===== src/rtl/branch_stat_unit.sv =====
// Branch statistics block: three saturating event counters read over a 16-bit port with a hi/lo snapshot.
// Optional macro BR_STAT_IRQ_EN adds the stat_irq output and the CTRL irq_mask bit.
module branch_stat_unit #(
    parameter int CNT_W  = 32,
    parameter bit EN_RST = 1'b1
) (
    input  logic        clk,
    input  logic        rst,
    input  logic        inc_br_cnt,
    input  logic        inc_hit_cnt,
    input  logic        inc_mispr_cnt,
    input  logic [2:0]  addr,
    input  logic        re,
    input  logic        we,
    input  logic [15:0] wdata,
    output logic [15:0] rdata,
    output logic        rdata_vld
`ifdef BR_STAT_IRQ_EN
    ,
    output logic        stat_irq
`endif
);

    localparam logic [CNT_W-1:0] CNT_MAX = '1;

    localparam logic [2:0] A_BR_LO    = 3'd0;
    localparam logic [2:0] A_BR_HI    = 3'd1;
    localparam logic [2:0] A_HIT_LO   = 3'd2;
    localparam logic [2:0] A_HIT_HI   = 3'd3;
    localparam logic [2:0] A_MISPR_LO = 3'd4;
    localparam logic [2:0] A_MISPR_HI = 3'd5;
    localparam logic [2:0] A_CTRL     = 3'd6;
    localparam logic [2:0] A_STATUS   = 3'd7;

    // Upper counter bits, zero-extended so narrower counters read as zero above CNT_W.
    function automatic logic [15:0] hi_part(input logic [CNT_W-1:0] c);
        return 16'(32'(c) >> 16);
    endfunction

    function automatic logic [CNT_W-1:0] cnt_next(input logic [CNT_W-1:0] c,
                                                   input logic inc, input logic clr);
        if (clr)
            return '0;
        if (inc && (c != CNT_MAX))
            return c + CNT_W'(1);
        return c;
    endfunction

    logic [CNT_W-1:0] br_cnt_q, br_cnt_d;
    logic [CNT_W-1:0] hit_cnt_q, hit_cnt_d;
    logic [CNT_W-1:0] mispr_cnt_q, mispr_cnt_d;
    logic [15:0]      shadow_q, shadow_d;
    logic [2:0]       sat_q, sat_d;
    logic             enable_q, enable_d;
    logic             freeze_q, freeze_d;
    logic             irq_mask_q, irq_mask_d;
    logic [15:0]      rdata_q, rdata_d;
    logic             rdata_vld_q, rdata_vld_d;
    logic             stat_irq_q, stat_irq_d;

    logic             wr_ctrl, clr_all, cnt_en;
    logic             inc_br, inc_hit, inc_mispr;

    always_comb begin
        wr_ctrl   = we && (addr == A_CTRL);
        clr_all   = we && (addr == A_STATUS) && wdata[0];
        cnt_en    = enable_q && !freeze_q;
        inc_br    = inc_br_cnt    && cnt_en;
        inc_hit   = inc_hit_cnt   && cnt_en;
        inc_mispr = inc_mispr_cnt && cnt_en;

        br_cnt_d    = cnt_next(br_cnt_q,    inc_br,    clr_all);
        hit_cnt_d   = cnt_next(hit_cnt_q,   inc_hit,   clr_all);
        mispr_cnt_d = cnt_next(mispr_cnt_q, inc_mispr, clr_all);

        // A flag sticks once a strobe arrives while its counter is already pinned at all-ones.
        sat_d = sat_q | {inc_mispr && (mispr_cnt_q == CNT_MAX),
                         inc_hit   && (hit_cnt_q   == CNT_MAX),
                         inc_br    && (br_cnt_q    == CNT_MAX)};
        if (clr_all)
            sat_d = '0;

        enable_d   = wr_ctrl ? wdata[0] : enable_q;
        freeze_d   = wr_ctrl ? wdata[1] : freeze_q;
`ifdef BR_STAT_IRQ_EN
        irq_mask_d = wr_ctrl ? wdata[2] : irq_mask_q;
        stat_irq_d = clr_all ? 1'b0 : ((|sat_q) && irq_mask_q);
`else
        irq_mask_d = 1'b0;
        stat_irq_d = 1'b0;
`endif

        shadow_d    = shadow_q;
        rdata_d     = rdata_q;
        rdata_vld_d = re;
        if (re) begin
            case (addr)
                A_BR_LO: begin
                    rdata_d  = br_cnt_q[15:0];
                    shadow_d = hi_part(br_cnt_q);
                end
                A_HIT_LO: begin
                    rdata_d  = hit_cnt_q[15:0];
                    shadow_d = hi_part(hit_cnt_q);
                end
                A_MISPR_LO: begin
                    rdata_d  = mispr_cnt_q[15:0];
                    shadow_d = hi_part(mispr_cnt_q);
                end
                A_BR_HI, A_HIT_HI, A_MISPR_HI: rdata_d = shadow_q;
                A_CTRL:   rdata_d = {13'd0, irq_mask_q, freeze_q, enable_q};
                A_STATUS: rdata_d = {13'd0, sat_q};
                default:  rdata_d = rdata_q;
            endcase
        end
        // Clear-all beats a same-cycle LO snapshot.
        if (clr_all)
            shadow_d = '0;
    end

    always_ff @(posedge clk or posedge rst) begin
        if (rst) begin
            br_cnt_q    <= '0;
            hit_cnt_q   <= '0;
            mispr_cnt_q <= '0;
            shadow_q    <= '0;
            sat_q       <= '0;
            enable_q    <= EN_RST;
            freeze_q    <= 1'b0;
            irq_mask_q  <= 1'b0;
            rdata_q     <= '0;
            rdata_vld_q <= 1'b0;
            stat_irq_q  <= 1'b0;
        end else begin
            br_cnt_q    <= br_cnt_d;
            hit_cnt_q   <= hit_cnt_d;
            mispr_cnt_q <= mispr_cnt_d;
            shadow_q    <= shadow_d;
            sat_q       <= sat_d;
            enable_q    <= enable_d;
            freeze_q    <= freeze_d;
            irq_mask_q  <= irq_mask_d;
            rdata_q     <= rdata_d;
            rdata_vld_q <= rdata_vld_d;
            stat_irq_q  <= stat_irq_d;
        end
    end

    assign rdata     = rdata_q;
    assign rdata_vld = rdata_vld_q;

`ifdef BR_STAT_IRQ_EN
    assign stat_irq = stat_irq_q;
    logic unused_wdata;
    assign unused_wdata = ^wdata[15:3];
`else
    logic unused_wdata;
    assign unused_wdata = ^{wdata[15:2], stat_irq_q};
`endif

endmodule


===== config.mk =====
export PLATFORM = sky130hd
export DESIGN_NAME = branch_stat_unit
export DESIGN_NICKNAME = d
export VERILOG_FILES = /design/src/rtl/branch_stat_unit.sv
export SDC_FILE = /design/constraint.sdc
export NUM_CORES = 1
export LEC_CHECK = 0
export BUFFER_PORTS_ARGS = -buffer_cell sky130_fd_sc_hd__buf_4
export CAP_MARGIN = 30
export CORE_MARGIN = 2
export CORE_UTILIZATION = 62
export CTS_BUF_LIST = sky130_fd_sc_hd__clkbuf_4 sky130_fd_sc_hd__clkbuf_8
export DETAILED_ROUTE_END_ITERATION = 16
export MAX_ROUTING_LAYER = met4
export PLACE_DENSITY = 0.81
export REMOVE_ABC_BUFFERS = 1
export SYNTH_ARGS = -nofsm -noshare
export SYNTH_HDL_FRONTEND = slang
export SYNTH_SLANG_ARGS = --single-unit
export TNS_END_PERCENT = 100

===== constraint.sdc =====
create_clock -name clk -period 10.3 [get_ports clk]
set_clock_uncertainty 0.15 [all_clocks]
set_input_delay 0.515 -clock clk [delete_from_list [all_inputs] [get_ports clk]]
set_output_delay 0.515 -clock clk [all_outputs]
set_load 0.01 [all_outputs]

# [Word level (Yosys, flattened, before mapping)]
# Index checks and enable logic that the tools add are counted.
# Widths: inputs -> output; s select.
[word_totals] regBits=134 input_bits=26 output_inout_bits=17
[op_classes] n_addsub=3 n_eq_ne=13 n_mux=22 n_bitwise=1 n_reduce_logical=22
[ops] op="$mux 32" count=10
[ops] op="$add 32x1->32 const B" count=3
[ops] op="$eq 32x32->1 const B" count=3
[ops] op="$ne 32x32->1 const B" count=3
[ops] op="$pmux 16 s6" count=1
[ops] op="$pmux 16 s3" count=1
[ops] op="$mux 16" count=2
[ops] op="$logic_and 1x1->1" count=13
[ops] op="$eq 3x3->1 const B" count=4
[ops] op="$reduce_bool 2->1" count=4
[ops] op="$mux 1" count=7
[ops] op="$eq 3x2->1 const B" count=2
[ops] op="$reduce_bool 4->1" count=1
[ops] op="$eq 3x1->1 const B" count=1
[ops] op="$logic_not 3->1" count=1
[ops] op="$mux 3" count=1
[ops] op="$or 3x3->3" count=1
[ops] op="$reduce_or 3->1" count=1
[ops] op="$reduce_and 2->1" count=1
[ops] op="$logic_not 1->1" count=1

# [Depth between registers and ports, before layout]
[logic_depth] word_depth=8 mapped_depth=9 mapped_depth_nobuf=6

# [Worst setup path after synthesis]
# Ideal clock, no wire load.
[synth_path] kind="input -> register" startpoint="in addr[2]" endpoint="reg br_cnt_q[28]" arrival_ns=1.947 t_required_ns=10.029 slack_ns=8.082 stages=8 path_cell_list="buf_2 > and2_1 > clkbuf_1 > and4_1 > buf_2 > buf_2 > buf_2 > nor2_1"
[synth_via] elab_chain_cells=5 elab_cells_between_ends=6
[synth_rtl] element="start, declared" line="12" rtl="input logic [2:0] addr,"
[synth_rtl] element="$eq 3x3->1 *" line="66" rtl="clr_all = we && (addr == A_STATUS) && wdata[0];"
[synth_rtl] element="$logic_and 1x1->1 * (2 in series)" line="66"
[synth_rtl] element="$mux 1 *" line="42" rtl="if (clr)"
[synth_rtl] element="$mux 32 / $reduce_bool 2->1 (equally long branches)"
[synth_rtl] element="end signal, assigned" line="135" rtl="br_cnt_q <= br_cnt_d;"
[synth_rtl] element="end, declared" line="49" rtl="logic [CNT_W-1:0] br_cnt_q, br_cnt_d;"
# Mark *: on every way between the ends. The rest lies on a longest branch, timed or not.
# A chain may end at the register's enable or synchronous reset.

# [Final worst setup path]
[layout_path] startpoint="reg enable_q" endpoint="reg mispr_cnt_q[31]"
[layout_via] elab_chain_cells=6 elab_cells_between_ends=9
[layout_rtl] element="start, declared" line="54" rtl="logic enable_q, enable_d;"
[layout_rtl] element="start signal, assigned" line="140" rtl="enable_q <= enable_d;"
[layout_rtl] element="$logic_and 1x1->1 *" line="67" rtl="cnt_en = enable_q && !freeze_q;"
[layout_rtl] element="$logic_and 1x1->1 *" line="70" rtl="inc_mispr = inc_mispr_cnt && cnt_en;"
[layout_rtl] element="$logic_and 1x1->1 *" line="44" rtl="if (inc && (c != CNT_MAX))"
[layout_rtl] element="$mux 32 / $mux 1 (equally long branches)" line="44"
[layout_rtl] element="$mux 32 / $mux 1 (equally long branches)" line="46, 44"
[layout_rtl] element="$mux 32 / $reduce_bool 2->1 (equally long branches)"
[layout_rtl] element="end signal, assigned" line="137" rtl="mispr_cnt_q <= mispr_cnt_d;"
[layout_rtl] element="end, declared" line="51" rtl="logic [CNT_W-1:0] mispr_cnt_q, mispr_cnt_d;"
# Mark *: on every way between the ends. The rest lies on a longest branch, timed or not. The select of a mux whose other input is x is not followed.

==> out/qor.csv <==
stage,metric,value,unit
power_and_ir_drop,clock share of power,40.8,%
synthesis,post-synthesis register bit count,134,
synthesis,Post-Syn Area,7789,um2
critical_path,Worst path max stage delay,0.68,ns
critical_path,sort of element at the start of the critical path,flip-flop,
critical_path,"critical path fanouts, max",16,
floorplan,area of the core region,12160,um2
layout,multi-input gate area in the final layout,4158,um2
timing,remaining max-slew budget at the tightest pin,36.15,%
floorplan,vertical extent of the die,116.1,um
timing,final-layout setup total negative slack,0,ns
power_and_ir_drop,reported leakage power,3.509,nW
synthesis,sequential area share after synthesis,43.07,%
layout,"top library cells by usage in the layout, fill and taps aside","sky130_fd_sc_hd__dfrtp_1 (133), sky130_fd_sc_hd__a21oi_1 (106), sky130_fd_sc_hd__nor2_1 (71), sky130_fd_sc_hd__nand2_1 (66), sky130_fd_sc_hd__nand3_1 (51)",
cts,TritonCTS clock tree,done,
synthesis,count of different cell masters after synthesis,67,
placed_design,sum of net half-perimeters after detailed placement,14.68,mm
cts,number of H-tree levels,4,
job,# Max-Cap Violations,0,
synthesis,Yosys warning total,0,
layout,final net count,891,
global_route,maximum number of pins on one net before global-route repair,88,
timing,setup repair after global routing missed its margin,false,
floorplan,DIE AREA,13470,um2
routing,post-detailed-routing wire length,21.19,mm
timing,number of slew-limit violations in the final report,0,
layout,area taken by flip-flops and latches,3354,um2
global_route,via count of the first global-routing pass,6736,
routing,first-pass iteration count of the detailed router,5,
power_and_ir_drop,internal power,0.0008639,W
layout,layout cells sized above 1,10.97,%
routing,Final ANT Viol Nets,0,
critical_path,Setup Crit Path Kind,flip-flop to flip-flop,
critical_path,cell chain of the critical path,and3b_1 -> nand4_1 -> a211o_1 -> or4_1 -> a21oi_1,
timing,final critical-path required period,2.714,ns
synthesis,Post-synth EDFFs,0,
layout,filler-free cell count of the finished design,1043,
synthesis,Avg Inst Size Synth,9.078,um2
hold_path,class of the tightest hold or removal check,input port to flip-flop,
power_and_ir_drop,maximum resistive drop on vdd,102.8,uV
critical_path,Buf/Inv on CP,0,
critical_path,endpoint type of the worst setup path,flip-flop,
timing,post-route setup slack,7.586,ns
routing,post-route DRC violation count,0,
power_and_ir_drop,combinational fraction of design power,9.5,%
global_route,antenna violations before repair,0,
global_route,total global routing overflow,0,
layout,"leading cell type in the layout, fill and taps excluded",sky130_fd_sc_hd__dfrtp_1,
critical_path,data arrival time of the worst path,2.94,ns
timing,final setup violation count,0,
critical_path,slowest stage cell on the critical path,sky130_fd_sc_hd__dfstp_2,
cts,clock slew at the register clock pins of the worst setup and hold paths,0.08,ns
critical_path,"CP delay by family, top",simple AND/OR/NAND/NOR gates,
critical_path,worst setup slack for register-to-register paths,7.59,ns
cts,clock sinks,134,
critical_path,endpoint required time on the critical path,10.53,ns
routing,vias after detailed routing,7214,
cts,buffers inserted during post-CTS setup optimization,0,
routing,number of vias per cell after detailed routing,6.917,
placed_design,worst slack at placement,7.448,ns
floorplan,width of the chip,116.1,um
timing,highest attainable clock frequency,368.4,MHz
synthesis,most frequently used flop master after synthesis,sky130_fd_sc_hd__dfrtp_1,
routing,First DRT Iteration DRCs,876,
status,result of the run,completed,
synthesis,synthesized instance count,858,
power_and_ir_drop,portion of total power attributed to sequential cells,49.7,%
cts,CTS root buffer,sky130_fd_sc_hd__clkbuf_8,
floorplan,# rows,40,
layout,number of antenna repair diodes,0,
placed_design,Inst Count DP,1010,
placed_design,port bufs,28,
global_route,first-pass GRT wire length,34.30,mm
floorplan,count of boundary I/O pins,43,
timing,worst-margin pin slew,0.9578,ns
layout,number of filler instances in the final layout,916,
cts,clock latency at the later pin of the worst-skew pair,0.47,ns
cts,clk buf depth,2,
synthesis,share of async-settable or async-resettable flops after synthesis,100.0,%
power_and_ir_drop,power density relative to cell area,140.4,nW/um2
timing,post-route clock period utilization,26.35,%
timing,worst hold margin,0.1388,ns
cts,number of buffers created by CTS,17,
power_and_ir_drop,Net Sw Power,0.0003297,W
layout,area growth from synthesis to final layout,9.189,%
routing,wire length per cell after detailed routing,20.31,um
floorplan,Initial Util,64.04,%
timing,Final Hold Vio Count,0,
global_route,total track usage,34.13,%
layout,core utilization of the finished layout,69.93,%
placed_design,Final GP Congestion,0.9693,
power_and_ir_drop,switching share of power,27.63,%
[Yosys cell counts (13+ instances only)]
| cell type | n | share of area (%) |
|---|---|---|
| sky130_fd_sc_hd__nand2_1 | 66 | 3.2 |
| sky130_fd_sc_hd__and3_1 | 13 | 1.0 |
| sky130_fd_sc_hd__a21oi_1 | 106 | 6.8 |
| sky130_fd_sc_hd__buf_2 | 19 | 1.2 |
| sky130_fd_sc_hd__o31ai_1 | 22 | 2.1 |
| sky130_fd_sc_hd__a22o_1 | 16 | 1.8 |
| sky130_fd_sc_hd__o21ai_0 | 38 | 2.4 |
| sky130_fd_sc_hd__mux2i_1 | 22 | 2.8 |
| sky130_fd_sc_hd__or3_1 | 24 | 1.9 |
| sky130_fd_sc_hd__and4_1 | 13 | 1.5 |
| sky130_fd_sc_hd__xnor2_1 | 14 | 1.6 |
| sky130_fd_sc_hd__clkbuf_1 | 21 | 1.0 |
| sky130_fd_sc_hd__a2bb2oi_1 | 13 | 1.5 |
| sky130_fd_sc_hd__dfrtp_1 | 133 | 43 |
| sky130_fd_sc_hd__nand4_1 | 24 | 1.9 |
| sky130_fd_sc_hd__nand3_1 | 51 | 3.3 |
| sky130_fd_sc_hd__nor2_1 | 71 | 3.4 |
| sky130_fd_sc_hd__or4_1 | 27 | 2.6 |
[timing repair]
action	4_1_cts	5_1_grt
gates resized for setup	0	0
hold buffers	1	0
hold endpoints to repair	39	0
[power groups by stage]
stage	logic [W]	registers [W]	clock network (W)
after floorplan	0.0000706	0.000590	0
after global placement	0.000105	0.000599	0
final	0.000113	0.000594	0.000487
after global routing	0.000127	0.000597	0.000513
after CTS	0.000113	0.000592	0.000488
after detailed placement	0.000112	0.000602	0
[layout make-up]
cell class	count	area share [%]
Timing Repair Buffer	37	3.531
Clock inverter	15	2.398
Clock buffer	17	2.751
Sequential cell	134	39.44
Tap cell	168	2.472
Multi-Input combinational cell	661	48.89
Inverter	11	0.5149
[registers in the layout, summed over array words and instances (netlist names)]
name and cells:
sat_q 3, enable_q 1, shadow_q 16, rdata 16, mispr_cnt_q 32, br_cnt_q 32, freeze_q 1, rdata_vld 1
hit_cnt_q 32
[per-stage QoR]
stage               instance area (um2)  power (W)
global route                       8504   0.001237
global placement                   8029  0.0007042
floorplan                          7552  0.0006607
CTS                                8504   0.001193
finish                             8504   0.001194
detailed placement                 8056  0.0007138
[layer usage]
| metal | routed length, um | share of wire, % | vias up | GRT usage [%] |
|---|---|---|---|---|
| met4 | 975 | 4.6 | 0 | 16.59 |
| met5 | 0 | 0 | - | - |
| met2 | 9912 | 47 | 367 | 51.81 |
| li1 | - | - | 3258 | - |
| met3 | 1662 | 7.8 | 78 | 7.165 |
| met1 | 8638 | 41 | 3511 | 43.78 |
[worst paths after layout]
kind / start / depth (start not counted) / end
setup reg to reg: enable_q / 5 / mispr_cnt_q[31]
min in group asynchronous: rst / 3 / mispr_cnt_q[9]
setup / recovery: enable_q / 5 / mispr_cnt_q[31]
hold reg to reg: shadow_q[0] / 2 / shadow_q[0]
hold / removal: wdata[1] / 2 / freeze_q
max in group asynchronous: rst / 5 / br_cnt_q[27]
[worst reg2reg max path, stage by stage (launching register included)]
cell                      delay [ns]
sky130_fd_sc_hd__dfstp_2        0.68
sky130_fd_sc_hd__and3b_1        0.27
sky130_fd_sc_hd__nand4_1        0.28
sky130_fd_sc_hd__a211o_1        0.55
sky130_fd_sc_hd__or4_1          0.53
sky130_fd_sc_hd__a21oi_1        0.17
[cell families (layout without fill, tap and decap cells)]
kind of cell             after synthesis  in the layout  share of synthesized area (%)
multiplexers                          24             24                          3.116
AO/OA/AOI/OAI                        251            251                          20.32
adder cells (fa/ha/maj)                3              3                         0.4820
XOR/XNOR                              15             15                          1.687
AND/OR/NAND/NOR                      368            368                          27.76
flip-flops                           134            134                          43.07
buffers and inverters                 63             80                          3.566
Power figures use the tool's default switching activity.
